<file path="src/rtl/fft_pkg.sv">
// Shared FFT definitions: transform size, address/twiddle widths and the
// scheduler state encoding reused by the butterfly and memory blocks.
package fft_pkg;
    localparam int LOG2N   = 3;
    localparam int N       = 1 << LOG2N;
    localparam int ADDR_W  = LOG2N;
    localparam int TW_W    = LOG2N - 1;
    localparam int STAGE_W = 2;

    typedef enum logic [2:0] {
        ST_IDLE     = 3'd0,
        ST_ISSUE    = 3'd1,
        ST_WAIT     = 3'd2,
        ST_TX_PULSE = 3'd3,
        ST_TX_HOLD  = 3'd4,
        ST_TX_WAIT  = 3'd5,
        ST_DONE     = 3'd6
    } state_e;

    localparam logic [TW_W-1:0]    J_LAST     = TW_W'(N / 2 - 1);
    localparam logic [STAGE_W-1:0] STAGE_LAST = STAGE_W'(LOG2N - 1);
    localparam logic [ADDR_W-1:0]  K_LAST     = ADDR_W'(N - 1);
    localparam logic [ADDR_W-1:0]  ADDR_ONE   = ADDR_W'(1'b1);
endpackage

</file>
<file path="src/rtl/fft_addr_gen.sv">
// Maps (stage, butterfly index) to the in-place operand pair and twiddle
// index of a radix-2 DIT FFT. Purely combinational.
module fft_addr_gen
    import fft_pkg::*;
(
    input  logic [STAGE_W-1:0] stage,
    input  logic [TW_W-1:0]    j,
    output logic [ADDR_W-1:0]  a,
    output logic [ADDR_W-1:0]  b,
    output logic [TW_W-1:0]    tw
);
    logic [ADDR_W-1:0] j_ext_s;
    logic [ADDR_W-1:0] span_s;
    logic [ADDR_W-1:0] pos_s;
    logic [ADDR_W-1:0] a_s;

    // Groups of 2*span lie back to back; pos selects the pair inside a group.
    always_comb begin
        j_ext_s = ADDR_W'(j);
        span_s  = ADDR_ONE << stage;
        pos_s   = j_ext_s & (span_s - ADDR_ONE);
        a_s     = ((j_ext_s >> stage) << ({1'b0, stage} + 3'd1)) + pos_s;
        a       = a_s;
        b       = a_s + span_s;
        tw      = TW_W'(pos_s) << (STAGE_LAST - stage);
    end
endmodule

</file>
<file path="src/rtl/fft8_scheduler.sv">
// Sequencer for an in-place radix-2 DIT FFT on one shared butterfly:
// issues butterflies stage by stage, then streams results to the SPI master.
module fft8_scheduler
    import fft_pkg::*;
(
    input  logic               clk,
    input  logic               rst,
    input  logic               frame_ready,
    input  logic               bf_valid,
    input  logic               tx_ready,
    output logic               busy,
    output logic               bf_start,
    output logic [ADDR_W-1:0]  bf_addr_a,
    output logic [ADDR_W-1:0]  bf_addr_b,
    output logic [TW_W-1:0]    bf_tw_idx,
    output logic               wr_en,
    output logic [STAGE_W-1:0] stage,
    output logic [ADDR_W-1:0]  out_addr,
    output logic               out_dv,
    output logic               done,
    output logic               overrun
);
    state_e             state_r;
    state_e             state_next_s;
    logic [STAGE_W-1:0] stage_r;
    logic [STAGE_W-1:0] stage_next_s;
    logic [TW_W-1:0]    j_r;
    logic [TW_W-1:0]    j_next_s;
    logic [ADDR_W-1:0]  k_r;
    logic [ADDR_W-1:0]  k_next_s;
    logic               operand_hold_s;

    logic [ADDR_W-1:0]  gen_a_s;
    logic [ADDR_W-1:0]  gen_b_s;
    logic [TW_W-1:0]    gen_tw_s;

    logic               busy_r;
    logic               bf_start_r;
    logic               done_r;
    logic               overrun_r;
    logic [ADDR_W-1:0]  addr_a_r;
    logic [ADDR_W-1:0]  addr_b_r;
    logic [TW_W-1:0]    tw_r;

    // Operands are generated from the next (stage, j) so they register in
    // alignment with the ISSUE cycle.
    fft_addr_gen u_addr_gen (
        .stage (stage_next_s),
        .j     (j_next_s),
        .a     (gen_a_s),
        .b     (gen_b_s),
        .tw    (gen_tw_s)
    );

    // Next-state logic and butterfly / output-byte bookkeeping.
    always_comb begin
        state_next_s = state_r;
        stage_next_s = stage_r;
        j_next_s     = j_r;
        k_next_s     = k_r;
        case (state_r)
            ST_IDLE: begin
                if (frame_ready) begin
                    state_next_s = ST_ISSUE;
                    stage_next_s = {STAGE_W{1'b0}};
                    j_next_s     = {TW_W{1'b0}};
                end else begin
                    state_next_s = ST_IDLE;
                end
            end
            ST_ISSUE: begin
                state_next_s = ST_WAIT;
            end
            ST_WAIT: begin
                if (!bf_valid) begin
                    state_next_s = ST_WAIT;
                end else if (j_r != J_LAST) begin
                    j_next_s     = j_r + TW_W'(1'b1);
                    state_next_s = ST_ISSUE;
                end else if (stage_r != STAGE_LAST) begin
                    j_next_s     = {TW_W{1'b0}};
                    stage_next_s = stage_r + STAGE_W'(1'b1);
                    state_next_s = ST_ISSUE;
                end else begin
                    k_next_s     = {ADDR_W{1'b0}};
                    state_next_s = ST_TX_PULSE;
                end
            end
            ST_TX_PULSE: begin
                if (tx_ready) begin
                    state_next_s = ST_TX_HOLD;
                end else begin
                    state_next_s = ST_TX_PULSE;
                end
            end
            ST_TX_HOLD: begin
                // The SPI master drops ready for a cycle after DV; ignore it here.
                state_next_s = ST_TX_WAIT;
            end
            ST_TX_WAIT: begin
                if (!tx_ready) begin
                    state_next_s = ST_TX_WAIT;
                end else if (k_r != K_LAST) begin
                    k_next_s     = k_r + ADDR_ONE;
                    state_next_s = ST_TX_PULSE;
                end else begin
                    state_next_s = ST_DONE;
                end
            end
            ST_DONE: begin
                state_next_s = ST_IDLE;
            end
            default: begin
                state_next_s = ST_IDLE;
            end
        endcase
    end

    // Operands are driven only while a butterfly is in flight.
    always_comb begin
        operand_hold_s = 1'b0;
        if ((state_next_s == ST_ISSUE) || (state_next_s == ST_WAIT)) begin
            operand_hold_s = 1'b1;
        end else begin
            operand_hold_s = 1'b0;
        end
    end

    // State, counters and registered outputs.
    always_ff @(posedge clk or posedge rst) begin
        if (rst) begin
            state_r    <= ST_IDLE;
            stage_r    <= {STAGE_W{1'b0}};
            j_r        <= {TW_W{1'b0}};
            k_r        <= {ADDR_W{1'b0}};
            busy_r     <= 1'b0;
            bf_start_r <= 1'b0;
            done_r     <= 1'b0;
            overrun_r  <= 1'b0;
            addr_a_r   <= {ADDR_W{1'b0}};
            addr_b_r   <= {ADDR_W{1'b0}};
            tw_r       <= {TW_W{1'b0}};
        end else begin
            state_r    <= state_next_s;
            stage_r    <= stage_next_s;
            j_r        <= j_next_s;
            k_r        <= k_next_s;
            busy_r     <= (state_next_s != ST_IDLE);
            bf_start_r <= (state_next_s == ST_ISSUE);
            done_r     <= (state_next_s == ST_DONE);
            overrun_r  <= overrun_r | (frame_ready & (state_r != ST_IDLE));
            if (operand_hold_s) begin
                addr_a_r <= gen_a_s;
                addr_b_r <= gen_b_s;
                tw_r     <= gen_tw_s;
            end else begin
                addr_a_r <= {ADDR_W{1'b0}};
                addr_b_r <= {ADDR_W{1'b0}};
                tw_r     <= {TW_W{1'b0}};
            end
        end
    end

    // Write-back and byte-valid must coincide with the handshake input itself.
    assign wr_en     = (state_r == ST_WAIT) & bf_valid;
    assign out_dv    = (state_r == ST_TX_PULSE) & tx_ready;
    assign busy      = busy_r;
    assign bf_start  = bf_start_r;
    assign done      = done_r;
    assign overrun   = overrun_r;
    assign bf_addr_a = addr_a_r;
    assign bf_addr_b = addr_b_r;
    assign bf_tw_idx = tw_r;
    assign stage     = stage_r;
    assign out_addr  = k_r;
endmodule

</file>
<file path="config.mk">
export PLATFORM = sky130hd
export DESIGN_NAME = fft8_scheduler
export DESIGN_NICKNAME = d
export VERILOG_FILES = /design/src/rtl/fft_pkg.sv /design/src/rtl/fft_addr_gen.sv /design/src/rtl/fft8_scheduler.sv
export SDC_FILE = /design/constraint.sdc
export NUM_CORES = 1
export LEC_CHECK = 0
export CORE_MARGIN = 2
export CORE_UTILIZATION = 56
export CTS_CLUSTER_DIAMETER = 30
export DETAILED_ROUTE_END_ITERATION = 16
export PLACE_DENSITY = 0.82
export SYNTH_ARGS = -nofsm -noshare
export SYNTH_HDL_FRONTEND = slang
export SYNTH_SLANG_ARGS = --single-unit
</file>
<file path="constraint.sdc">
create_clock -name clk -period 6.3 [get_ports clk]
set_input_delay 1.26 -clock clk [delete_from_list [all_inputs] [get_ports clk]]
set_output_delay 1.26 -clock clk [all_outputs]
set_load 0.05 [all_outputs]
</file>
==> run_results.csv <==
group,metric,value,unit
timing,finalMaxSlewViolations,0,
global_routing,track_usage,24.5,%
worst_setup_path,cp.required,6.55,ns
timing,setup_violations,0,
floorplan,die_area,2910,sq um
layout,fin_cells,193,
clock_tree,worstSkewPairLatency,0.31,ns
clock_tree,postCtsSetupRepairBufs,0,
timing,tns,0,ns
timing,skew,0.000716,ns
placement,dp.cells,189,
clock_tree,cts_sinks,22,
timing,period_needed,5.18,ns
timing,rsz0062_at_grt,"false",
floorplan,die_h,54.0,um
timing,hold_viol,0,
worst_setup_path,crit_start,"bf_valid",
yosys,syn_area,1400,sq um
global_routing,antenna_found_initial,0,
clock_tree,hold_buffers,0,
worst_setup_path,critPathMostFrequentCell,"inv_1",
status,status,"completed",
worst_setup_path,slowest_stage,"clkdlybuf4s50_1",
worst_setup_path,crit_chain,"clkdlybuf4s50_1 > nand2_1 > o221ai_1 > a21boi_0 > inv_1 > ha_1 > a31oi_1 > nand2_1 > nor4_1 > ha_1 > inv_1 > fa_1 > inv_1 > fa_1 > xor2_1 > o2111ai_1 > a21oi_1",
timing,hold_slack,0.469,ns
worst_setup_path,startpoint_type,"primary input",
floorplan,die-width,54.0,um
worst_setup_path,crit_type,"primary input to register",
pwr,ir_drop,0.258,mV
routing,drc_errors,0,
yosys,avgSynthCellArea,9.98,sq um
worst_setup_path,critPathCaptureType,"register",
layout,nets,183,
floorplan,top_level_ports,24,
routing,drt-vias-per-instance,5.93,
routing,routed_wl,3.02,mm
routing,num_vias,1145,
floorplan,core_area,2410,sq um
yosys,ys_ff_latch,22,
global_routing,grt_max_degree,23,
layout,drive_above_1_share,7.98,%
clock_tree,cts-root-buf,"clkbuf_4",
placement,place_hpwl,2.25,mm
routing,wl_per_cell,15.6,um
timing,layout_setup_ws,1.12,ns
global_routing,gr-total-overflow,0,
min_path,min_path_type,"register to register",
layout,areaGrowthSynthToFinish,21.8,%
placement,post-place-ws,0.829,ns
floorplan,initial_core_util,58.0,%
placement,place.gp.congestion,0.846,
clock_tree,ctsResizeCount,0,
yosys,synthDistinctLibCells,47,
clock_tree,clk_pin_slew,0.13,ns
min_path,hp-start,"overrun",
pwr,powerDensity,397,nW/um^2
worst_setup_path,slowest_delay,0.65,ns
clock_tree,cts_tree,"done",
job,maxCapViolations,0,
yosys,syn-num-nets,159,
layout,filler_cell_count,188,
clock_tree,cts_buffers,3,
clock_tree,clock_path_buffers,2,
worst_setup_path,reg2reg_slack,1.70,ns
routing,drtIter0Drc,34,
yosys,synthCells,140,
timing,fin_crit_sh,82.2,%
yosys,synthArstFlopShare,100,%
yosys,synth_ff_type,"dfrtp_1",
timing,slew_headroom,43.9,%
yosys,synth-edff-count,0,
clock_tree,htree_levels,1,
worst_setup_path,cp.arrival,5.43,ns
timing,tightest_slew,0.840,ns
yosys,synth_sequential_area_ratio,39.4,%
timing,max_freq,193,MHz
routing,drtAntennaViolNets,0,
worst_setup_path,crit_fanout,10,
pwr,p_leak,0.808,nW
yosys,yosysWarningCount,0,
routing,dr.pass1.iters,5,
layout,antenna_cells,0,
global_routing,grt_pass1_vias,1144,
global_routing,grt_pass1_wl,5.08,mm
worst_setup_path,r2r_start,"state_r[1]",
placement,port_buffers,23,
floorplan,num_rows,18,
==> layout by cell type, fill, tap and decap left out, drive strengths merged, types with 4 or more instances in the layout <==
cell type	n
a21oi	4
and2	5
clkdlybuf4s50	23
ha	12
inv	16
nor2	11
dfrtp	22
nand2	5
o21ai	4
and3	4
==> area by class of cell <==
class	count	area [sq um]	share of cell area, %
inverter	16	60.1	3.53
tap	30	37.5	2.21
clock buffer	3	22.5	1.32
clock inverter	1	30.0	1.76
multi-input combinational	98	771	45.3
timing repair buffer	23	230	13.5
sequential	22	551	32.4
==> worst paths after layout <==
| kind | end | cells after the start |
|---|---|---|
| max in group asynchronous | busy | 2 |
| worst min register to register | overrun | 1 |
| worst min-delay path | overrun | 1 |
| min in group asynchronous | bf_addr_b[1] | 2 |
| worst max-delay path | bf_addr_b[2] | 17 |
| worst max register to register | bf_addr_b[2] | 16 |
==> registers in the layout (all words and copies together), names as in the netlist <==
name	cells
bf_addr_a	3
bf_addr_b	3
out_addr	3
state_r	3
bf_tw_idx	2
j_r	2
stage	2
bf_start	1
busy	1
done	1
overrun	1
==> logic make-up after synthesis <==
kind of cell    synth area share, %
compound gates                 19.1
xor+xnor                       1.88
fa+ha+maj                      13.6
buf+inv                        5.46
flops                          39.4
mux                            3.85
simple gates                   16.7
==> metrics by stage <==
step | power, mW | utilization (%) | area, sq um
global route | 0.722 | 70.6 | 1700
floorplan | 0.471 | - | 1400
CTS | 0.678 | 70.6 | 1700
detailed placement | 0.566 | 68.4 | 1650
finish | 0.676 | 70.6 | 1700
global placement | 0.562 | 68.4 | 1650
==> metal layers <==
layer / vias up / wire length, um / part of all wire (%) / track usage [%]
met3: 9 / 122 / 4.0 / 3.33
met4: 0 / 79 / 2.6 / 12.0
li1: 555 / - / - / -
met5: - / 0 / 0 / 0
met2: 34 / 1530 / 51 / 42.7
met1: 547 / 1290 / 43 / 29.3
==> power breakdown <==
part           switching, mW  internal (mW)  total [mW]
Sequential            0.0526          0.179       0.231
Combinational          0.211          0.124       0.335
Clock                 0.0457         0.0643       0.110
==> worst max-delay path, delay by kind of cell <==
kind	cells	cell delay, ns
AO/OA/AOI/OAI	5	1.18
adder cells (fa/ha/maj)	4	1.37
buffers and inverters	4	0.92
XOR/XNOR	1	0.17
AND/OR/NAND/NOR	3	0.53
==> synthesized netlist by cell type, drive strengths merged, types with 2 or more instances <==
| master | number | area [sq um] |
|---|---|---|
| a211oi | 2 | 15.0 |
| a21boi | 3 | 22.5 |
| a21oi | 4 | 23.8 |
| a31oi | 3 | 18.8 |
| and2 | 5 | 31.3 |
| and3 | 4 | 25.0 |
| clkbuf | 3 | 11.3 |
| dfrtp | 22 | 551 |
| fa | 2 | 40.0 |
| ha | 12 | 150 |
| inv | 16 | 60.1 |
| mux2 | 3 | 33.8 |
| mux2i | 2 | 20.0 |
| nand2 | 5 | 18.8 |
| nand2b | 2 | 12.5 |
| nand3 | 2 | 10.0 |
| nand4 | 2 | 12.5 |
| nor2 | 11 | 41.3 |
| nor3b | 2 | 20.0 |
| o2111ai | 2 | 17.5 |
| o21a | 2 | 15.0 |
| o21ai | 4 | 20.0 |
| o221ai | 3 | 32.5 |
| o41ai | 2 | 17.5 |
| or3 | 3 | 18.8 |
| xor2 | 2 | 17.5 |
(Power assumes the default switching activity.)
